File: src/rtl/pdm_mic_sampler.sv
// PDM microphone front-end: M_CLK generation, 2-flop input sync, window-count decimation.
// Optional `PDM_MAG_EN adds a registered |ones - 2^(WIDTH-1)| magnitude output on mag_o.
module pdm_mic_sampler #(
  parameter int CLK_DIV = 50,
  parameter int WIDTH   = 7
) (
  input  logic             clk_i,
  input  logic             rst_i,
  input  logic             M_DATA,
  output logic             M_CLK,
  output logic             M_LRSEL,
  output logic [WIDTH-1:0] sample_o,
  output logic             sample_valid_o,
  output logic [WIDTH-1:0] mag_o
);

  localparam int DW = (CLK_DIV > 2) ? $clog2(CLK_DIV) : 1;

  logic [DW-1:0]    div_cnt;
  logic [1:0]       sync;
  logic [WIDTH-1:0] bit_cnt;
  logic [WIDTH:0]   ones;
  logic             div_wrap;
  logic             rise;
  logic             last;
  logic [WIDTH:0]   total;
  logic [WIDTH-1:0] sat;

  assign M_LRSEL  = 1'b0;
  assign div_wrap = (div_cnt == DW'(CLK_DIV - 1));
  assign rise     = div_wrap && !M_CLK;
  assign last     = rise && (bit_cnt == '1);
  // Window total including the bit sampled on this rise event.
  assign total    = ones + {{WIDTH{1'b0}}, sync[1]};
  assign sat      = total[WIDTH] ? '1 : total[WIDTH-1:0];

  always_ff @(posedge clk_i) begin
    if (rst_i) begin
      div_cnt        <= '0;
      M_CLK          <= 1'b0;
      sync           <= '0;
      bit_cnt        <= '0;
      ones           <= '0;
      sample_o       <= '0;
      sample_valid_o <= 1'b0;
    end else begin
      sync           <= {sync[0], M_DATA};
      sample_valid_o <= last;
      if (div_wrap) begin
        div_cnt <= '0;
        M_CLK   <= ~M_CLK;
      end else begin
        div_cnt <= div_cnt + 1'b1;
      end
      if (rise) begin
        bit_cnt <= bit_cnt + 1'b1;
        ones    <= last ? '0 : total;
      end
      if (last) sample_o <= sat;
    end
  end

`ifdef PDM_MAG_EN
  localparam logic [WIDTH:0] HALF = (WIDTH+1)'(1) << (WIDTH - 1);

  logic [WIDTH-1:0] mag_d;

  // Distance from 50% density on the unsaturated total; max is HALF, fits WIDTH bits.
  assign mag_d = (total >= HALF) ? WIDTH'(total - HALF) : WIDTH'(HALF - total);

  always_ff @(posedge clk_i) begin
    if (rst_i)     mag_o <= '0;
    else if (last) mag_o <= mag_d;
  end
`else
  assign mag_o = '0;
`endif

endmodule
File: config.mk
export PLATFORM = sky130hd
export DESIGN_NAME = pdm_mic_sampler
export DESIGN_NICKNAME = d
export VERILOG_FILES = /design/src/rtl/pdm_mic_sampler.sv
export SDC_FILE = /design/constraint.sdc
export NUM_CORES = 1
export LEC_CHECK = 0
export BUFFER_PORTS_ARGS = -buffer_cell sky130_fd_sc_hd__buf_2
export CAP_MARGIN = 20
export CORE_MARGIN = 10
export CORE_UTILIZATION = 55
export DETAILED_ROUTE_END_ITERATION = 6
export PLACE_DENSITY = 0.77
export REMOVE_ABC_BUFFERS = 1
export SLEW_MARGIN = 0
export SYNTH_ARGS = -nofsm -noshare
export SYNTH_HDL_FRONTEND = slang
export SYNTH_SLANG_ARGS = --single-unit
File: constraint.sdc
create_clock -name clk_i -period 3.7 [get_ports clk_i]
set_input_delay 0.185 -clock clk_i [delete_from_list [all_inputs] [get_ports clk_i]]
set_output_delay 0.185 -clock clk_i [all_outputs]
set_load 0.02 [all_outputs]
[After elaboration in Yosys (flattened, before gate mapping)]
Cells that the tools add are included.
Word-level totals
  register bits: 32
  bits of input ports: 3
  output and inout port bits: 17
  logic and storage cells: 19
Operators by class
  add/sub/neg operators: 3
  equal/unequal tests: 2
  multiplexer cells: 2
  bitwise gates (word level): 1
  reduce and logical (&&, ||, !) cells: 4
Operator list (number)
  adder 8 x 1 -> 8 bit: 1
  two-way mux 8 bit: 1
  adder 7 x 1 -> 7 bit (second input constant): 1
  equality test 7 bit (second input constant): 1
  two-way mux 7 bit: 1
  adder 6 x 1 -> 6 bit (second input constant): 1
  equality test 6 bit (second input constant): 1
  logical AND 1 bit: 2
  OR reduction 2 bit: 1
  logical NOT 1 bit: 1
  inverter 1 bit: 1

[Depth between registers and ports, before layout]
  depth after elaboration: 4
  gate-level depth with buffers: 6
  depth with buffers taken out: 6

[Worst setup path before layout]
OpenSTA, ideal clock, no wires.
  kind: register to register
  start: register div_cnt[0]
  end: register sample_o[0]
  setup time: 119 ps
  arrival time: 1480 ps
  slack: 2102 ps
  cell stages (with the launch flop): 6
  path through: dfxtp_1 > ha_1 > nand2b_1 > nor4_4 > nand3_2 > o221a_1
Between the ends
  word-level cells in the longest chain between the ends: 3
Ends and longest elaborated chain
  start, declared: RTL line 19  | logic [DW-1:0] div_cnt;
  start signal, assigned: RTL line 53  | div_cnt <= div_cnt + 1'b1;
  equality test 6 bit: RTL line 30  | assign div_wrap = (div_cnt == DW'(CLK_DIV - 1));
  logical AND 1 bit: RTL line 31  | assign rise = div_wrap && !M_CLK;
  logical AND 1 bit: RTL line 32  | assign last = rise && (bit_cnt == '1);
  end signal, assigned: RTL line 59  | if (last) sample_o <= sat;
  end, declared: RTL line 12  | output logic [WIDTH-1:0] sample_o,
Every way passes these cells.
A chain may end at the register's enable or synchronous reset.

[Final worst setup path]
  start: register div_cnt[0]
  end: register sample_o[5]
Same word-level chain as after synthesis.

==> results by group <==
Global routing
  • Largest net degree at the start of global routing: 21
  • Number of global-route vias before repair: 996
  • Initial antenna violation count: 0
  • GRT Resource Usage Total: 0.109
  • First-pass GRT wire length: 4500 um
  • GRT overflow: 0

Synth
  • EDFF count, synth: 0
  • Mapped Area: 1460 um2
  • Ys flop type: dfxtp_1
  • Post-synthesis sequential area ratio: 0.438
  • Synthesized-area fraction occupied by adder cells: 0.0427
  • Synth async-reset ratio: 0
  • Main combinational cell family by area after synthesis: simple AND/OR/NAND/NOR gates
  • Syn avg cell area: 9.38 um2
  • XOR/XNOR share of the synthesized area: 0.0778
  • Post-synth cell types: 37
  • Number of synthesis warnings: 0
  • Flops & latches, synth: 32
  • Area share of and/or/nand/nor cells after synthesis: 0.275
  • Post-synthesis mux area share: 0
  • Gate Count Post-Synth: 156
  • Synth Area in Compound Gates: 0.113

Min path
  • Hold Path Stages: 2
  • Hold Path End: sync[0]$_SDFF_PP0_
  • Hold Path Origin: M_DATA
  • Hold Crit Class: primary input to flop

Placement
  • PortBufs: 11
  • HPWL Detailed: 2020 um
  • Dpl ws: 1900 ps
  • Final Wtd Congestion: 0.823

Floorplanning
  • Die Width: 71.6 um
  • Ports: 20
  • Initial Utilization: 0.586
  • Row count: 18
  • Core area: 2500 um2
  • Die area: 5130 um2
  • Die height: 71.6 um

CTS
  • CTS clock-pin slew for the worst setup and hold paths: 100 ps
  • Clk sink count: 32
  • H-tree depth: 2
  • Cts hold-fix bufs: 0
  • Clk root buf: clkbuf_4
  • Clock Path Buffers: 2
  • Post CTS Setup Buffer Count: 0
  • Clk_lat worst skew: 340 ps
  • CTS tree: done
  • Post-cts resize count: 0
  • Inserted Clock Buffers: 5

Worst setup path
  • Reg2reg start: div_cnt[0]$_SDFF_PP0_
  • Crit path launch type: flop
  • Length in cells of the worst reg-to-reg path: 5
  • Reg2reg setup slack: 1890 ps
  • CP Data Required Time: 3920 ps
  • Worst path arrival time: 2030 ps
  • Max incr delay on CP: 510 ps
  • Crit Reg-Reg Endpoint: sample_o[5]$_SDFFE_PP0P_
  • Slowest CP cell: nor4_4
  • Cell family with the largest share of critical-path delay: simple AND/OR/NAND/NOR gates
  • CP cell instances: ha_1, nand2b_1, nor4_4, and3_1, a211oi_1
  • Worst Path Max Fanout: 9
  • Setup CP Type: flop to flop
  • CP endpoint kind: flop
  • Buffers & Inverters on Critical Path: 0

Finish
  • Share of post-route cells with drive strength above 1: 0.157
  • Fill cell count: 209
  • Layout Nets: 179
  • Antenna fix cells: 0
  • Area Growth Syn to Fin: 7.69%

Job
  • Max-cap violations: 0

Timing
  • Setup Viol. Count Final: 0
  • RSZ-0062 raised after global routing: no
  • Final hold vios: 0
  • Final slew viol count: 0
  • Final hold slack: 49.0 ps
  • Crit path time final: 1810 ps
  • Layout Skew: 7.22 ps
  • Period Utilization, post-route: 0.489
  • TNS Setup: 0 ps
  • Max Freq: 553 MHz
  • Final WS setup: 1890 ps

Power and ir drop
  • Sw Share: 0.245
  • Pleak: 0.622 nW
  • Flop pwr share: 0.595
  • Clock power share: 0.360
  • Internal power: 0.445 mW
  • Combinational Power Share: 0.045
  • Pwr/cell area: 374 nW/um2
  • Maximum vdd drop: 0.278 mV
  • Psw: 0.145 mW
  • Total power: 0.590 mW

Drt
  • WL per Instance: 13.3 um
  • DRC viols: 0
  • Final wirelength: 2690 um
  • Via-to-Cell Ratio: 5.38
  • Iter 0 DRT Violations: 83
  • Via count: 1086
  • Pre-antenna DRT Iters: 4
  • Antenna Nets Post-Route: 0

Outcome
  • Status: completed
[synthesized netlist by cell type, types with 2 or more instances]
library cell / instances / share of area
a31oi_1: 2 / 0.0085
xnor2_1: 7 / 0.042
nand2b_1: 3 / 0.013
a21o_1: 3 / 0.015
buf_4: 8 / 0.041
dfxtp_1: 32 / 0.44
nor3_1: 2 / 0.0068
nor2_1: 18 / 0.046
nand2_1: 13 / 0.033
o221a_1: 3 / 0.023
nand3_1: 11 / 0.038
o21ai_0: 3 / 0.010
xor2_1: 6 / 0.036
o2bb2ai_1: 2 / 0.012
nand4_1: 4 / 0.017
a21oi_1: 8 / 0.027
inv_1: 2 / 0.0051
a211oi_1: 2 / 0.010
and3_1: 2 / 0.0085
nor2b_1: 3 / 0.013
clkbuf_1: 2 / 0.0051
ha_1: 5 / 0.043
[worst max path at each step]
stage | startpoint | endpoint | slack [ps] | cells past startpoint
finish | div_cnt[0]$_SDFF_PP0_ | sample_o[5]$_SDFFE_PP0P_ | 1890 | 5
global route | div_cnt[0]$_SDFF_PP0_ | sample_o[3]$_SDFFE_PP0P_ | 1750 | 5
CTS | div_cnt[0]$_SDFF_PP0_ | sample_o[5]$_SDFFE_PP0P_ | 1870 | 5
detailed placement | div_cnt[0]$_SDFF_PP0_ | sample_o[5]$_SDFFE_PP0P_ | 1900 | 5
global placement | div_cnt[0]$_SDFF_PP0_ | sample_o[6]$_SDFFE_PP0P_ | 1990 | 5
floorplan | div_cnt[0]$_SDFF_PP0_ | sample_o[0]$_SDFFE_PP0P_ | 2100 | 5
[power groups by stage]
| stage | Clock [mW] | Sequential (mW) | Combinational [mW] |
|---|---|---|---|
| after floorplan | 0 | 0.358 | 0.0195 |
| after global placement | 0 | 0.359 | 0.0254 |
| after detailed placement | 0 | 0.359 | 0.0259 |
| after CTS | 0.218 | 0.351 | 0.0260 |
| after global routing | 0.234 | 0.352 | 0.0296 |
| final | 0.212 | 0.351 | 0.0263 |
[layer usage]
layer / vias to the layer above / share of wire / track usage
met5: - / 0 / 0
met4: 0 / 0.025 / 0.0645
met3: 7 / 0.089 / 0.0565
met2: 35 / 0.47 / 0.172
met1: 475 / 0.42 / 0.114
li1: 569 / - / -
[cell usage in the layout (no fill, tap or decap), types with 2 or more instances in the layout]
cell type,n
o2bb2ai_1,2
o21ai_0,3
nand2_1,13
xnor2_1,7
nor2_1,18
xor2_1,6
a21oi_1,8
ha_1,5
nand2b_1,3
a21o_1,3
o221a_1,3
nand4_1,4
and3_1,2
dfxtp_1,32
conb_1,8
inv_1,2
clkbuf_4,5
buf_2,11
nand3_1,11
a211oi_1,2
nor3_1,2
a31oi_1,2
nor2b_1,3
clkinv_2,2
[per-stage QoR]
| stage | area [um2] | util | instances |
|---|---|---|---|
| finish | 1580 | 0.631 | 202 |
| global route | 1580 | 0.631 | 202 |
| CTS | 1580 | 0.631 | 202 |
| detailed placement | 1520 | 0.606 | 194 |
| global placement | 1520 | 0.606 | 194 |
| floorplan | 1420 | - | 153 |
[final cells by class]
class | instances | area (um2) | share of cell area
inverters | 2 | 7.51 | 0.00476
flip-flops and latches | 32 | 641 | 0.406
clock buffers | 6 | 51.3 | 0.0325
well taps | 30 | 37.5 | 0.0238
repair buffers | 11 | 55.1 | 0.0349
multi-input cells | 119 | 774 | 0.491
clock inverters | 2 | 10.0 | 0.00635
[worst register-to-register path, cell delays in order, from the launching register on]
cell and delay [ps]:
dfxtp_1 390, ha_1 240, nand2b_1 150, nor4_4 510, and3_1 310, a211oi_1 100
[state kept, by name, summed over array words and instances (netlist names)]
signal,cells
ones,8
bit_cnt,7
sample_o,7
div_cnt,6
sync,2
M_CLK,1
sample_valid_o,1
[logic make-up after synthesis]
kind of cell	count (synthesis)
and+or+nand+nor	69
DFF	32
AOI/OAI and AO/OA	24
xor gates and xnor gates	13
buffers and inverters	12
adders and majority gates	5
other	1
No activity file was read; power rests on OpenSTA's default activity.
